===== src/rtl/pipe_stall_sched.sv =====
// pipe_stall_sched: central stall/flush scheduler for the 5-stage pipeline.
// Merges per-stage stall requests into one stop vector (bit0 = PC .. bit5 = WB),
// sequences the multi-cycle EX multiply/divide unit and keeps a saturating
// count of stalled cycles for performance debug.
module pipe_stall_sched #(
    parameter int unsigned DIV_CYCLES = 33,
    parameter int unsigned MUL_CYCLES = 2,
    parameter int unsigned CNT_W      = 32
) (
    input  logic             clk,
    input  logic             rst,
    input  logic             stallreq_id,
    input  logic             ex_md_start,
    input  logic             ex_md_is_div,
    input  logic             stallreq_mem,
    input  logic             flush_req,
    output logic [5:0]       stall,
    output logic             flush,
    output logic             md_run,
    output logic             md_done,
    output logic [CNT_W-1:0] stall_cycles
);

    // Stop vectors: a request from stage k stops stages 0..k; the bubble is
    // created by the stage registers at the Stop/NoStop boundary.
    localparam logic [5:0] STALL_NONE = 6'b000000;
    localparam logic [5:0] STALL_ID   = 6'b000111;
    localparam logic [5:0] STALL_EX   = 6'b001111;
    localparam logic [5:0] STALL_MEM  = 6'b011111;

    // The start cycle is already a busy cycle, so the RUN phase lasts N-1 cycles.
    localparam logic [5:0] DIV_LOAD = 6'(DIV_CYCLES - 32'd1);
    localparam logic [5:0] MUL_LOAD = 6'(MUL_CYCLES - 32'd1);

    typedef enum logic [1:0] {
        S_IDLE = 2'b00,
        S_RUN  = 2'b01,
        S_DONE = 2'b10
    } state_t;

    state_t             r_state;
    state_t             w_state_nxt;
    logic [5:0]         r_cnt;
    logic [5:0]         w_cnt_nxt;
    logic               r_flush;
    logic [CNT_W-1:0]   r_stall_cycles;

    logic               w_md_busy;
    logic               w_run_raw;
    logic               w_done_raw;
    logic [5:0]         w_stall;

    // Saturating increment used by the performance counter.
    function automatic logic [CNT_W-1:0] sat_inc(input logic [CNT_W-1:0] val);
        logic [CNT_W-1:0] res;
        if (val == {CNT_W{1'b1}}) begin
            res = val;
        end else begin
            res = val + CNT_W'(1);
        end
        return res;
    endfunction

    // FSM state and md down-counter registers.
    always_ff @(posedge clk or negedge rst) begin
        if (!rst) begin
            r_state <= S_IDLE;
            r_cnt   <= 6'd0;
        end else begin
            r_state <= w_state_nxt;
            r_cnt   <= w_cnt_nxt;
        end
    end

    // Decode of the current state into md busy/run/done indications.
    always_comb begin
        w_md_busy  = 1'b0;
        w_run_raw  = 1'b0;
        w_done_raw = 1'b0;
        case (r_state)
            S_IDLE: begin
                if (ex_md_start) begin
                    w_md_busy = 1'b1;
                end else begin
                    w_md_busy = 1'b0;
                end
            end
            S_RUN: begin
                w_md_busy = 1'b1;
                w_run_raw = 1'b1;
            end
            S_DONE: begin
                w_done_raw = 1'b1;
            end
            default: begin
                w_md_busy  = 1'b0;
                w_run_raw  = 1'b0;
                w_done_raw = 1'b0;
            end
        endcase
    end

    // Next-state and counter logic; a flush request overrides everything.
    always_comb begin
        w_state_nxt = r_state;
        w_cnt_nxt   = r_cnt;
        if (flush_req) begin
            w_state_nxt = S_IDLE;
            w_cnt_nxt   = 6'd0;
        end else begin
            case (r_state)
                S_IDLE: begin
                    if (ex_md_start) begin
                        w_state_nxt = S_RUN;
                        w_cnt_nxt   = ex_md_is_div ? DIV_LOAD : MUL_LOAD;
                    end else begin
                        w_state_nxt = S_IDLE;
                        w_cnt_nxt   = 6'd0;
                    end
                end
                S_RUN: begin
                    // Counts remaining RUN cycles; it reaches zero on the DONE edge.
                    // The md unit keeps iterating even while MEM holds the pipe.
                    w_cnt_nxt = r_cnt - 6'd1;
                    if (r_cnt <= 6'd1) begin
                        w_state_nxt = S_DONE;
                        w_cnt_nxt   = 6'd0;
                    end else begin
                        w_state_nxt = S_RUN;
                    end
                end
                S_DONE: begin
                    // Result is held until the EX instruction can actually advance.
                    if (stallreq_mem) begin
                        w_state_nxt = S_DONE;
                    end else begin
                        w_state_nxt = S_IDLE;
                    end
                end
                default: begin
                    w_state_nxt = S_IDLE;
                    w_cnt_nxt   = 6'd0;
                end
            endcase
        end
    end

    // Priority merge of stall sources: MEM over EX md over ID; flush clears all.
    always_comb begin
        w_stall = STALL_NONE;
        if (!rst || r_flush) begin
            w_stall = STALL_NONE;
        end else if (stallreq_mem) begin
            w_stall = STALL_MEM;
        end else if (w_md_busy) begin
            w_stall = STALL_EX;
        end else if (stallreq_id) begin
            w_stall = STALL_ID;
        end else begin
            w_stall = STALL_NONE;
        end
    end

    // One-cycle registered copy of the flush request.
    always_ff @(posedge clk or negedge rst) begin
        if (!rst) begin
            r_flush <= 1'b0;
        end else begin
            r_flush <= flush_req;
        end
    end

    // Saturating count of cycles in which any stage was stopped.
    always_ff @(posedge clk or negedge rst) begin
        if (!rst) begin
            r_stall_cycles <= {CNT_W{1'b0}};
        end else if (w_stall != STALL_NONE) begin
            r_stall_cycles <= sat_inc(r_stall_cycles);
        end else begin
            r_stall_cycles <= r_stall_cycles;
        end
    end

    assign stall        = w_stall;
    assign flush        = r_flush;
    assign md_run       = rst & w_run_raw & ~flush_req;
    assign md_done      = rst & w_done_raw & ~flush_req;
    assign stall_cycles = r_stall_cycles;

endmodule


===== config.mk =====
export PLATFORM = sky130hd
export DESIGN_NAME = pipe_stall_sched
export DESIGN_NICKNAME = d
export VERILOG_FILES = /design/src/rtl/pipe_stall_sched.sv
export SDC_FILE = /design/constraint.sdc
export NUM_CORES = 1
export LEC_CHECK = 0
export CELL_PAD_IN_SITES_DETAIL_PLACEMENT = 1
export CELL_PAD_IN_SITES_GLOBAL_PLACEMENT = 2
export CORE_UTILIZATION = 25
export CTS_CLUSTER_SIZE = 40
export DETAILED_ROUTE_END_ITERATION = 12
export HOLD_SLACK_MARGIN = 0.06
export PLACE_DENSITY = 0.74
export SETUP_SLACK_MARGIN = 0.2
export SYNTH_ARGS = -nofsm -noshare
export SYNTH_HDL_FRONTEND = slang
export SYNTH_SLANG_ARGS = --single-unit

===== constraint.sdc =====
create_clock -name clk -period 5.6 [get_ports clk]
set_input_delay 1.12 -clock clk [delete_from_list [all_inputs] [get_ports clk]]
set_output_delay 1.12 -clock clk [all_outputs]
set_load 0.1 [all_outputs]

==> results.cfg <==
[setup_path]
worstPathCellList = clkdlybuf4s50_1 > nor2_1 > and3_1 > clkdlybuf4s50_1
required_ns = 4.48
path_buf_inv = 2
cpPeakStageDelay_ns = 1.13
worstPathArrival_ns = 3.20
path_max_fanout = 6
slowest_stage = clkdlybuf4s50_1
r2r_setup_slack_ns = 3.47
cpMostUsedCell = clkdlybuf4s50_1
critPathKind = input port to output pin
cp-start-kind = input port
cp_top_family = buffers and inverters
endpoint_kind = output pin

[power]
peakVddDrop_v = 0.0001110
leakage_uw = 0.001175
p_per_area_nw_per_um2 = 319.9
p_total_uw = 898.6

[sta]
period_share_pct = 77.10
fmaxAchievable_mhz = 231.6
period_needed_ns = 4.318
hold_violations = 0
setup_tns_ns = 0
finClkSkew_ns = 0.005520
relSlewSlack_pct = 34.36
rsz0062_at_grt = no
layout_setup_ws_ns = 1.282
slew_viol_final = 0
worst_slew_pin_slew_ns = 0.9816
setup_viol = 0

[floorplan]
rows = 33
die-area_um2 = 9147
core_um2 = 8341
initial_utilization_pct = 26.28
io_pins = 48
fp.dieW_um = 95.64
dieHeight_um = 95.64

[placement]
dpl_cell_area_um2 = 2723
dp_hpwl_mm = 3.903
port_buffers = 46
gp_congestion = 0.7408
dpl_worst_slack_ns = 1.271

[cts]
htreeDepth = 2
cts_tree = done
clkLatencyLatePin_ns = 0.28
clockBufferDepth = 2
cts_root_buf = clkbuf_8
clock-sinks = 41
cts_resized = 0
post-cts-setup-buffers = 0
cts_buffers = 5
cts_hold_buf = 0
clk_pin_slew_ns = 0.07

[routing]
dr.pass1.iters = 4
drcViolationCount = 0
routed_wl_mm = 5.291
top_layer_used = met4
wl_per_cell_um = 14.50
drt_iter0_drc = 43
routed_via_density = 4.732
wl_met3_um = 176
ant_nets = 0
wl_met2_mm = 2.393
vias = 1727
wl_met1_mm = 2.648

[hold_path]
hold_path.class = flop to flop

[synth]
synthMuxAreaShare_pct = 1.027
ys_warn_count = 0
async_flop_share_pct = 100.0
syn_inst = 212
synth-main-ff-cell = dfrtp_1
synth_area_leader_cell = dfrtp_1
synth_edf_count = 0
yosysUniqueCellTypes = 45
synth_fa_ha_area_share_pct = 1.712
synth_compound_area_share_pct = 6.564
syn_nets = 222
avgSynthCellArea_um2 = 10.34
yosysSeqAreaShare_pct = 46.80
synthSimpleGateAreaFrac_pct = 27.80
ys_top_cells_by_area = dfrtp_1, xnor2_1, nand4_1
synth_top_area_share_pct = 46.80
synth_seq_cells = 41
synth-xor-area-share_pct = 12.33
yosys-top-cells-count = dfrtp_1, nor2_1, xnor2_1
synth_top_family_by_area = simple AND/OR/NAND/NOR gates
synthesis.area_um2 = 2192
synth.most_common_cell = dfrtp_1

[final_layout]
layout.cell_area.non_filler_um2 = 2809
final_nets = 270
antenna_cells = 0
multi_input_comb_area_um2 = 1087
fillers = 975
final_core_util_pct = 33.68
drive_above_1_share_pct = 12.69
layout.area.seq_um2 = 1026
area_growth_pct = 28.14

[run]
drv_cap = 0

[outcome]
outcome = completed

[grt]
grt-ovfl-total = 0
grt_pass1_vias = 1778
grt_pass1_wl_mm = 9.011
grt_usage_pct = 12.87
grt_start_max_net_pins = 44
antenna_found_initial = 0
[flip-flops by register name, summed over array words and instances, names as in the netlist]
| name | flops |
|---|---|
| stall_cycles | 32 |
| r_state | 2 |
| r_cnt | 6 |
| flush | 1 |
[cell families after synthesis]
kind of cell             after synthesis
AO/OA/AOI/OAI                         21
XOR/XNOR                              30
adder cells (fa/ha/maj)                3
buffers and inverters                 14
flip-flops                            41
multiplexers                           2
other                                  1
AND/OR/NAND/NOR                      100
[area by class of cell]
class / instances / area share [%]
tap: 105 / 4.677
timing repair buffer: 47 / 15.95
inverter: 8 / 1.069
clock buffer: 7 / 3.074
sequential: 41 / 36.53
multi-input combinational: 157 / 38.71
[cells in the final DEF (no fill, tap or decap), drive strengths merged, types with 3 or more instances in the layout]
cell,instances
or3,3
buf,8
nand3,11
ha,3
and4,4
a21oi,7
nor2,19
nand2,14
dfrtp,41
nor4,3
xnor2,20
inv,8
xor2,10
o21ai,8
and3,7
nand4,16
nor3,9
and2,3
clkdlybuf4s50,39
clkbuf,7
[routing by layer]
layer / track usage, % / vias up
met5: 0 / -
met4: 4.478 / 0
met3: 1.994 / 5
met2: 20.36 / 34
met1: 17.80 / 847
li1: - / 841
[report_power, final]
| group | switching, uW | internal [uW] |
|---|---|---|
| combinational | 256 | 82.3 |
| clock | 95.2 | 97.9 |
| sequential | 42.7 | 325 |
| total | 394 | 505 |
[metrics by stage]
step	cells	hold slack, ns
2_1_floorplan	212	0.4614
3_3_place_gp	358	0.4870
3_5_place_dp	358	0.4996
4_1_cts	365	0.5147
5_1_grt	365	0.5416
6_report	365	0.5075
[path summary, 6_finish.rpt]
path / startpoint / endpoint / depth (start not counted)
worst min register to register: stall_cycles[31]$_DFFE_PN0P_ / stall_cycles[31]$_DFFE_PN0P_ / 1
worst min-delay path: stall_cycles[31]$_DFFE_PN0P_ / stall_cycles[31]$_DFFE_PN0P_ / 1
max in group asynchronous: rst / stall_cycles[1]$_DFFE_PN0P_ / 2
worst max-delay path: flush_req / md_run / 4
worst max register to register: stall_cycles[0]$_DFFE_PN0P_ / stall_cycles[29]$_DFFE_PN0P_ / 6
min in group asynchronous: rst / r_cnt[0]$_DFFE_PN0P_ / 2
Note: power is estimated with default switching activity, not from simulation.
